$ cat src/rtl/arb_pkg.sv
// arb_pkg: shared state type, requester count and one-hot helper for the arbiter
package arb_pkg;
  localparam int N_REQ = 4;
  typedef enum logic {IDLE, GRANT} state_t;
  function automatic logic [N_REQ-1:0] onehot(input logic [$clog2(N_REQ)-1:0] i);
    return N_REQ'(1) << i;
  endfunction
endpackage

$ cat src/rtl/rr_pick.sv
// rr_pick: rotating-priority pick, first asserted request at or after ptr
module rr_pick import arb_pkg::*; #(
  parameter int N = N_REQ,
  localparam int PW = $clog2(N)
) (
  input  logic [N-1:0]  req,
  input  logic [PW-1:0] ptr,
  output logic [N-1:0]  win_onehot,
  output logic [PW-1:0] win_idx,
  output logic          any
);
  logic [N-1:0] rot, sel;
  always_comb begin
    rot = '0;
    win_onehot = '0;
    win_idx = '0;
    for (int k = 0; k < N; k++) rot[k] = req[(k + int'(ptr)) % N];
    sel = rot & (~rot + N'(1));
    for (int k = 0; k < N; k++) win_onehot[(k + int'(ptr)) % N] = sel[k];
    for (int k = 0; k < N; k++) if (win_onehot[k]) win_idx = PW'(k);
  end
  assign any = |req;
endmodule

$ cat src/rtl/rr_arbiter4.sv
// rr_arbiter4: round-robin arbiter with held one-hot grant, release handshake
// and a watchdog that revokes grants held for TIMEOUT cycles
module rr_arbiter4 import arb_pkg::*; #(
  parameter int N = N_REQ,
  parameter int TIMEOUT = 16
) (
  input  logic         clk,
  input  logic         rst_n,
  input  logic [N-1:0] req,
  input  logic         done,
  output logic [N-1:0] gnt,
  output logic         busy,
  output logic         timeout
);
  localparam int PW = $clog2(N);
  localparam int CW = TIMEOUT > 0 ? $clog2(TIMEOUT + 1) : 1;
  state_t state, state_nxt;
  logic [PW-1:0] ptr, idx, win_idx;
  logic [N-1:0] win;
  logic [CW-1:0] cnt;
  logic any, wd, rel;
  rr_pick #(.N(N)) u_pick (.req(req), .ptr(ptr), .win_onehot(win), .win_idx(win_idx), .any(any));
  assign wd = TIMEOUT != 0 && cnt == CW'(TIMEOUT - 1);
  assign rel = state == GRANT && (done || !req[idx] || wd);
  always_ff @(posedge clk or negedge rst_n)
    if (!rst_n) state <= IDLE;
    else state <= state_nxt;
  always_comb
    state_nxt = state == IDLE ? (any ? GRANT : IDLE) : (rel ? IDLE : GRANT);
  always_ff @(posedge clk or negedge rst_n) begin
    if (!rst_n) begin
      gnt <= '0;
      ptr <= '0;
      idx <= '0;
      cnt <= '0;
      timeout <= 1'b0;
    end else begin
      timeout <= 1'b0;
      if (state == IDLE) begin
        gnt <= win;
        idx <= win_idx;
        cnt <= '0;
      end else if (rel) begin
        gnt <= '0;
        ptr <= idx == PW'(N - 1) ? '0 : idx + PW'(1);
        timeout <= wd;
      end else begin
        cnt <= cnt == CW'(TIMEOUT) ? cnt : cnt + CW'(1);
      end
    end
  end
  assign busy = |gnt;
endmodule
$ cat config.mk
export PLATFORM = sky130hd
export DESIGN_NAME = rr_arbiter4
export DESIGN_NICKNAME = d
export VERILOG_FILES = /design/src/rtl/arb_pkg.sv /design/src/rtl/rr_pick.sv /design/src/rtl/rr_arbiter4.sv
export SDC_FILE = /design/constraint.sdc
export NUM_CORES = 1
export LEC_CHECK = 0
export ABC_AREA = 1
export CORE_UTILIZATION = 50
export CTS_CLUSTER_SIZE = 12
export DETAILED_ROUTE_END_ITERATION = 8
export PLACE_DENSITY = 0.75
export SYNTH_ARGS = -nofsm -noshare
export SYNTH_HDL_FRONTEND = slang
export SYNTH_SLANG_ARGS = --single-unit
$ cat constraint.sdc
create_clock -name clk -period 1.65 [get_ports clk]
set_input_delay 0.33 -clock clk [delete_from_list [all_inputs] [get_ports clk]]
set_output_delay 0.33 -clock clk [all_outputs]
set_load 0.01 [all_outputs]
After elaboration in Yosys (flattened, before gate mapping):

Cells that the tools add are included.

* flip-flop bits (word level): 15
* input port bits: 7
* logic and storage cells: 86

* add/subtract/negate cells: 6
* order comparisons: 9
* equal/unequal tests: 6
* multiplexer cells: 38
* bitwise operators: 6
* reduce and logical (&&, ||, !) cells: 15

Operators with widths (number)
* 2-to-1 mux 1 bit: 18
* 2-to-1 mux 5 bit: 3
* bitwise mux 4 bit: 3
* less-than comparator 3 x 4 -> 1 bit, second input constant: 3
* binary-select mux 1 bit (select 2 bit): 5
* >= comparator 3 x 1 -> 1 bit, second input constant: 3
* bitwise AND 4 bit: 2
* demux 1 bit (select 2 bit): 4
* 2-to-1 mux 4 bit: 2
* OR reduction 4 bit: 2
* less-than comparator 2 x 3 -> 1 bit, second input constant: 2
* 2-to-1 mux 2 bit: 3
* OR reduction 2 bit: 3
* adder 5 x 1 -> 5 bit, second input constant: 1
* equality test 5 x 4 -> 1 bit, second input constant: 1
* equality test 5 bit, second input constant: 1
* logical AND 1 bit: 5
* adder 2 bit, first input constant: 2
* adder 4 x 1 -> 4 bit, second input constant: 1
* inequality test 2 bit, second input constant: 2
* inverter 4 bit: 1
* AND reduction 2 bit: 2
* bitwise AND 1 bit, first input constant: 3
* adder 1 x 2 -> 2 bit, first input constant: 1
* 6 further kinds: 7

Longest topological paths before layout:

Gate-level depths: netlist (run 1).

* depth in word-level cells: 16
* mapped depth: 13
* depth with buffers taken out: 12

Cells and area by module:

From an unflattened synthesis (run 1), not the netlist that was laid out.

* cell total of the unflattened synthesis: 185
* area, all modules: 1265.0 sq um

Modules (own cells, without submodules)
* rr_arbiter4: times used 1, cells an instance 96, area an instance 779.5 sq um
* rr_pick: times used 1, cells an instance 89, area an instance 485.5 sq um

Least setup slack after synthesis (run 1):

OpenSTA, ideal clock, no wires.

* path kind: register to register
* start: register ptr[0]
* end: register idx[0]
* setup time: 123 ps
* arrival: 1608 ps
* data required time: 1527 ps
* setup slack: -82 ps
* cell stages (with the launch flop): 13
* path buffers: 1
* clock period less this slack: 1732 ps
* cell sequence: dfrtp_1 > buf_6 > inv_6 > ha_1 > inv_1 > nand3_1 > nand2_2 > nand2_4 > nor2_4 > nor2_1 > nor2_2 > a21boi_0 > nand2_1

* longest elaborated chain between the ends: 13

Ends and longest elaborated chain
* from (decl): line rr_arbiter4.sv:18 `logic [PW-1:0] ptr, idx, win_idx;`
* from (signal assigned): line rr_arbiter4.sv:45 `ptr <= idx == PW'(N - 1) ? '0 : idx + PW'(1);`
* adder 1 x 2 -> 2 bit: line rr_pick.sv:17, rr_pick.sv:19
* binary-select mux 1 bit (select 2 bit) / OR reduction 2 bit (equally long branches)
* 2-to-1 mux 1 bit (not written as such) / bitwise AND 1 bit (equally long branches)
* 2-to-1 mux 1 bit (not written as such) (tied with other cells): line rr_pick.sv:17 `for (int k = 0; k < N; k++) rot[k] = req[(k + int'(ptr)) % N];`
* inverter 4 bit / logical AND 1 bit (equally long branches): line rr_pick.sv:18, rr_pick.sv:19
* adder 4 x 1 -> 4 bit / 2-to-1 mux 1 bit (equally long branches): line rr_pick.sv:18, rr_pick.sv:19
* bitwise AND 4 bit / demux 1 bit (select 2 bit) (equally long branches)
* bitwise mux 4 bit (2 in a row): line rr_pick.sv:19 `for (int k = 0; k < N; k++) win_onehot[(k + int'(ptr)) % N] = sel[k];`
* bitwise mux 4 bit *: line rr_pick.sv:19
* 2-to-1 mux 1 bit: line rr_pick.sv:20 `for (int k = 0; k < N; k++) if (win_onehot[k]) win_idx = PW'(k);`
* 2-to-1 mux 2 bit: line rr_pick.sv:20
* 2-to-1 mux 2 bit *: line rr_pick.sv:20
* to (signal assigned): line rr_arbiter4.sv:41 `idx <= win_idx;`
* to (decl): line rr_arbiter4.sv:18

Every way passes the cells marked *; elsewhere a longest branch is shown, timed or not. The select of a mux whose other input is x is not followed.
A chain may end at the register's enable or synchronous reset.

Final worst setup path (run 1):

* start: register gnt[2]
* end: output busy

* longest elaborated chain between the ends: 1

Ends and longest elaborated chain
* from (decl): line rr_arbiter4.sv:11 `output logic [N-1:0] gnt,`
* from (signal assigned): line rr_arbiter4.sv:40 `gnt <= win;`
* OR reduction 4 bit: line rr_arbiter4.sv:52 `assign busy = |gnt;`
* to (decl): line rr_arbiter4.sv:12 `output logic busy,`

No other way between the ends.

==> reports/summary.md, run 1 <==
* **Filler cells** 170
* **starting density of the core** 0.542
* **cell area after synthesis** 1230 um2
* **most common library cell in the layout ignoring fill and taps** nand2_1
* **RSZ-0062 raised after global routing** true
* **post-route minimum period** 1.67 ns
* **CTS Buf Count** 3
* **number of global-route vias before repair** 1119
* **1st-iter DRT viols** 36
* **setup-violating endpoint count in the final report** 1
* **end of the worst register-to-register path** idx[0]
* **routability congestion estimate from global placement** 1.08
* **half-perimeter wire length after detailed placement** 2.15 mm
* **P per Cell Area** 1980 nW/um2
* **Mapped Cells** 172
* **routed vias** 1246
* **share of the clock period used by the worst path** 1.01
* **Req. time, crit path** 1.32 ns
* **Peak VDD IR** 1430 uV
* **num ports** 13
* **initial antenna violation count** 0
* **Tightest Pin Transition** 0.337 ns
* **layout cells sized above 1** 0.330
* **worst setup margin** -0.0216 ns
* **Avg Cell Area, Syn** 7.17 um2
* **worst clock skew** 0.00457 ns
* **post-placement worst setup slack** -0.314 ns
* **largest fanout on the critical path** 2
* **post-synthesis compound-gate area fraction** 0.0944
* **total number of yosys warnings** 0
* **H-Tree Depth** 1
* **post-synthesis xor/xnor area fraction** 0.00711
* **number of register bits inferred by synthesis** 15
* **Placement Rows** 17
* **DRC** 0
* **violated checks** negative setup slack
* **average vias per placed instance** 5.54
* **aggregate negative setup slack** -0.0216 ns
* **Area growth syn-to-layout** 32.6%
* **clk slew on worst S/H paths** 0.09 ns
* **hold violation total from the final report** 0
* **TritonCTS clock tree** built
* **worst hold margin** 0.342 ns
* **syn nets** 190
* **die width** 51.6 um
* **buffer depth of the longest clock path** 2
* **proportion of synthesized chip area in sequential cells** 0.305
* **portion of netlist area occupied by mux cells** 0
* **wire length of the first global-routing pass** 4.77 mm
* **CP Launch Type** flip-flop
* **largest net degree at the start of global routing** 16
* **leakage power** 0.832 nW
* **first drt pass iteration count** 4
* **filler-free cell count of the finished design** 225
* **routed length per placed instance** 13.5 um
* **largest family of logic cells by synthesized area** simple AND/OR/NAND/NOR gates
* **maximum clock rate** 0.598 GHz
* **critical path class** flip-flop to output pin
* **area of the core** 2280 um2
* **Hold Crit Class** primary input to asynchronous set/reset pin
* **category of the worst setup path capture point** output pin
* **most used cells in the layout excluding fill and tap cells** 44 x nand2_1, 18 x inv_1, 14 x dfrtp_1, 11 x nand2_2, 9 x buf_4
* **GR Util All Layers** 0.238
* **die footprint** 2670 um2
* **clock latency on the worst-skew pair** 0.29 ns
* **die height** 51.6 um
* **post-detailed-route count of antenna-violating nets** 0
* **clock sink count** 15
* **post-synthesis cell type count** 27
* **fraction of the mapped netlist area in simple logic gates** 0.390
* **Synth Area in Adders** 0.112
* **Critical R2R Launch** ptr[0]
* **I/O Buffers** 12
* **max-slew violations** 0
* **Worst R2R Path Depth** 9
* **signal arrival time at the worst endpoint** 1.34 ns
* **count of placed standard cells including taps** 219
* **Remaining Overflow, GRT** 0
* **clock root buffer master** clkbuf_4
* **status** finished, violations left
* **CTS hold repair buffers** 0
* **Final Routed Wirelength** 3.03 mm
* **ant diodes** 0
* **Worst slew margin** 0.775
* **R2R setup slack** 0.01 ns
* **Maximum Capacitance Violations** 0
* **Final nets** 216
per-layer routing:
layer | global-route usage | wire length, um
met4 | 0.0721 | 40
met5 | 0 | 0
met2 | 0.416 | 1540
met1 | 0.305 | 1290
met3 | 0.0263 | 164
power breakdown:
group          internal [mW]  total (mW)  switching [mW]  leakage, nW
combinational          0.927        2.38            1.46        0.620
sequential             0.495       0.646           0.151        0.194
clock                 0.0902       0.213           0.123       0.0177
worst max path at each step:
stage	start	slack [ns]	end
after floorplan	ptr[1]	0.002	idx[1]
after global placement	req[1]	-0.28	cnt[4]
after detailed placement	req[1]	-0.31	cnt[4]
after CTS	gnt[1]	-0.03	busy
after global routing	ptr[1]	-0.08	idx[0]
final	gnt[2]	-0.02	busy
logic make-up after synthesis:
| group | Yosys count |
|---|---|
| compound gates | 21 |
| simple gates | 98 |
| flops | 15 |
| buf+inv | 26 |
| xor+xnor | 1 |
| fa+ha+maj | 11 |
what timing repair did:
| item | in CTS | in global routing |
|---|---|---|
| buffers inserted | 0 | 1 |
| resized for setup | 5 | 41 |
| pin swaps | 0 | 15 |
| cloned | 0 | 1 |
| endpoints found under the setup margin | 2 | 15 |
Yosys cell counts (all sizes together):
cell | instances | area (um2)
inv | 24 | 95.1
nand3 | 19 | 110
a21boi | 1 | 7.51
nand2 | 61 | 267
nor2 | 10 | 50.1
o211ai | 2 | 15.0
buf | 2 | 18.8
nor4 | 1 | 6.26
or4 | 1 | 7.51
o21ai | 10 | 53.8
ha | 11 | 138
nand4 | 2 | 12.5
nand3b | 2 | 15.0
dfrtp | 15 | 375
or2 | 2 | 12.5
xor2 | 1 | 8.76
a21oi | 8 | 40.0
layout make-up:
class | instances | area, um2 | share of cell area
Clock buffer | 3 | 22.5 | 0.0138
Timing Repair Buffer | 22 | 200 | 0.123
Inverter | 24 | 97.6 | 0.0597
Multi-Input combinational cell | 132 | 897 | 0.549
Tap cell | 28 | 35.0 | 0.0214
Sequential cell | 15 | 377 | 0.230
Clock inverter | 1 | 5.00 | 0.00306
stage by stage:
stage	total power, mW	area [um2]	utilization
after floorplan	2.07	1250	-
after global placement	2.53	1450	0.638
after detailed placement	2.58	1450	0.638
after CTS	2.79	1470	0.647
after global routing	3.52	1630	0.718
final	3.24	1630	0.718
critical path, cell delays in order, from the launching register on:
cell	delay (ns)
dfrtp_1	0.39
or4_1	0.52
buf_2	0.15
flip-flops by register name (all words and copies together) (netlist names):
signal and flops:
cnt 5, gnt 4, idx 2, ptr 2, state 1, timeout 1
Power figures use the tool's default switching activity.
==> run 2: changes to the inputs <==
--- a/config.mk
+++ b/config.mk
@@ -7,7 +7,7 @@
 export LEC_CHECK = 0
 export ABC_AREA = 1
 export CORE_UTILIZATION = 50
-export CTS_CLUSTER_SIZE = 12
+export CTS_CLUSTER_SIZE = 40
 export DETAILED_ROUTE_END_ITERATION = 8
 export PLACE_DENSITY = 0.75
 export SYNTH_ARGS = -nofsm -noshare
==> constraint.sdc (replaced) <==
create_clock -name clk -period 1.5 [get_ports clk]
set_input_delay 0.3 -clock clk [delete_from_list [all_inputs] [get_ports clk]]
set_output_delay 0.3 -clock clk [all_outputs]
set_load 0.01 [all_outputs]
==> run 2 against run 1 <==
  * The flow still finishes with violations (negative setup slack)
  * First-iteration DRC count up 5.6%
  * Critical path type is now flip-flop to flip-flop
  * Critical path depth increased by 9
  * Clock skew grew 0.0026 ns
  * Total power rose by 18%
  * Final cell count grew 4.9%
  * Register-to-register slack lost 0.16 ns
  * Flip-flop and latch count did not move
  * Via count increased by 1.8%
  * Non-clock buffer count is 11 higher
  * Sequential share of layout area decreased by 1.5 points
  * Die area did not move
==> reports/summary.md, run 2 (synthesized netlist as in run 1, its figures left out) <==
* **clock sink count** 15, unchanged
* **half-perimeter wire length after detailed placement** 2.11 mm, -1.5%
* **final non-filler cell area** 1750 um2, +6.8%
* **hold violation total from the final report** 0, unchanged
* **category of the worst setup path capture point** flip-flop
* **largest fanout on the critical path** 4, +2
* **worst setup margin** -0.152 ns, -0.131 ns
* **cell-internal power** 1.86 mW, +23%
* **top register by number of flip-flops** cnt
* **CTS hold repair buffers** 0, unchanged
* **aggregate negative setup slack** -0.722 ns, -0.701 ns
* **maximum clock rate** 0.605 GHz
* **R2R setup slack** -0.15 ns, -0.16 ns
* **Filler cells** 160, -5.9%
* **Peak VDD IR** 1850 uV, +29%
* **Maximum Capacitance Violations** 0, unchanged
* **combinational fraction of design power** 0.757, +0.022
* **filler-free cell count of the finished design** 236, +4.9%
* **routed vias** 1269, +1.8%
* **I/O Buffers** 12, unchanged
* **most common library cell in the layout ignoring fill and taps** nand2_1
* **violated checks** negative setup slack
* **setup-violating endpoint count in the final report** 7, +6
* **post-placement worst setup slack** -0.403 ns, -0.0896 ns
* **status** finished, violations left
* **RSZ-0062 raised after global routing** true
* **end-of-flow core utilization** 0.767, +0.0489
* **crit-path cells** inv_8 > ha_4 > inv_4 > nand3_1 > nand2_1 > nand2_2 > nor2_4 > nor2_2 > nor2_2 > nand2_1 > nand3_2
* **clock latency on the worst-skew pair** 0.29 ns, about the same
* **first drt pass iteration count** 4, unchanged
* **die footprint** 2670 um2, unchanged
* **Area growth syn-to-layout** 41.6%
* **GR Util All Layers** 0.256, +0.0184
* **post-detailed-route count of antenna-violating nets** 0, unchanged
* **count of buffer and inverter cells on the critical path** 2, +1
* **largest incremental delay on the critical path** 0.49 ns, -0.03 ns
* **max reg flops** 5, unchanged
* **Remaining Overflow, GRT** 0, unchanged
* **starting density of the core** 0.542, unchanged
* **area of the core** 2280 um2, unchanged
* **P per Cell Area** 2200 nW/um2, +11%
* **H-Tree Depth** 1, unchanged
* **part of the power in registers** 0.183, -0.016
* **Final nets** 227, +5.1%
* **sum of internal, switching and leakage power** 3.84 mW, +18%
* **Req. time, crit path** 1.73 ns, +0.41 ns
* **layout cells sized above 1** 0.399, +0.0691
* **slowest cell on the critical path** dfrtp_2
* **Final Routed Wirelength** 3.01 mm, -0.66%
* **die width** 51.6 um, unchanged
* **Tightest Pin Transition** 0.345 ns, +0.00803 ns
* **max-slew violations** 0, unchanged
* **leakage power** 0.891 nW, +7.0%
* **initial antenna violation count** 0, unchanged
* **clock root buffer master** clkbuf_4
* **routed length per placed instance** 12.8 um, -5.3%
* **CTS Buf Count** 3, unchanged
* **CP Launch Type** flip-flop
* **post-route minimum period** 1.65 ns
* **most used cells in the layout excluding fill and tap cells** 42 x nand2_1, 18 x buf_4, 17 x inv_1, 14 x dfrtp_1, 13 x nand2_2
* **1st-iter DRT viols** 38, +5.6%
* **Worst slew margin** 0.769, -0.00605
* **area of all sequential standard cells** 377 um2, unchanged
* **Placement Rows** 17, unchanged
* **share of the clock period used by the worst path** 1.10
* **average vias per placed instance** 5.38, -2.9%
* **ant diodes** 0, unchanged
* **area post-placement** 1520 um2, +5.0%
* **registers with the most flip-flops** cnt: 5 flops, gnt: 4 flops
* **critical path class** flip-flop to flip-flop
* **buffer depth of the longest clock path** 2, unchanged
* **worst hold margin** 0.308 ns, -0.0336 ns
* **worst clock skew** 0.00717 ns, +0.00260 ns
* **clk slew on worst S/H paths** 0.09 ns, about the same
* **TritonCTS clock tree** built
* **largest net degree at the start of global routing** 16, unchanged
* **num ports** 13, unchanged
* **number of global-route vias before repair** 1148, +2.6%
* **signal arrival time at the worst endpoint** 1.89 ns, +0.55 ns
* **Hold Crit Class** primary input to asynchronous set/reset pin
* **Multi-input gate area** 918 um2, +2.4%
* **routability congestion estimate from global placement** 0.925, -15%
* **Sw Share** 0.516, -0.0176
* **count of placed standard cells including taps** 227, +3.7%
* **DRC** 0, unchanged
* **proportion of power drawn by the clock network** 0.060, -0.006
* **net switching component of the power** 1.98 mW, +14%
* **die height** 51.6 um, unchanged
* **kind of cell adding the most delay to the critical path** simple AND/OR/NAND/NOR gates
* **wire length of the first global-routing pass** 5.07 mm, +6.4%
run 2: worst paths after layout:
kind,start,endpoint,cells past startpoint
worst max-delay path,ptr[0],idx[1],11
worst min-delay path,rst_n,gnt[1],2
worst max register to register,ptr[0],idx[1],11
worst min register to register,cnt[4],cnt[4],2
max in group asynchronous,rst_n,ptr[0],2
min in group clk,req[3],state,3
run 2: worst reg2reg max path: stages (launching register included):
cell     delay, ns
dfrtp_2       0.49
inv_8         0.09
ha_4          0.21
inv_4         0.07
nand3_1       0.08
nand2_1       0.08
nand2_2       0.07
nor2_4        0.15
nor2_2        0.05
nor2_2        0.13
nand2_1       0.10
nand3_2       0.08
run 2: power by group through the flow:
stage / logic (mW) / clock network, mW / registers, mW
3_5_place_dp: 2.31 / 0 / 0.698
4_1_cts: 2.63 / 0.243 / 0.689
3_3_place_gp: 2.27 / 0 / 0.696
6_report: 2.90 / 0.231 / 0.701
5_1_grt: 3.21 / 0.263 / 0.714
2_1_floorplan: 1.65 / 0 / 0.676
run 2: cell type report:
cell class,instances,share of cell area
clock buffer,3,0.0129
clock inverter,1,0.00287
inverter,24,0.0588
multi-input combinational,132,0.526
sequential,15,0.216
tap,28,0.0201
timing repair buffer,33,0.163
run 2: layer usage:
metal  vias up  track usage  share of wire
met1       584        0.362           0.44
met2        53        0.409           0.49
met3         5       0.0439          0.065
met4         0       0.0541         0.0060
met5         -            0              0
li1        627            -              -
run 2: timing repair:
action	in CTS	in global routing
gates cloned	1	0
setup buffers	3	1
resized for setup	30	27
endpoints found under the setup margin	16	15
pin swaps	17	16
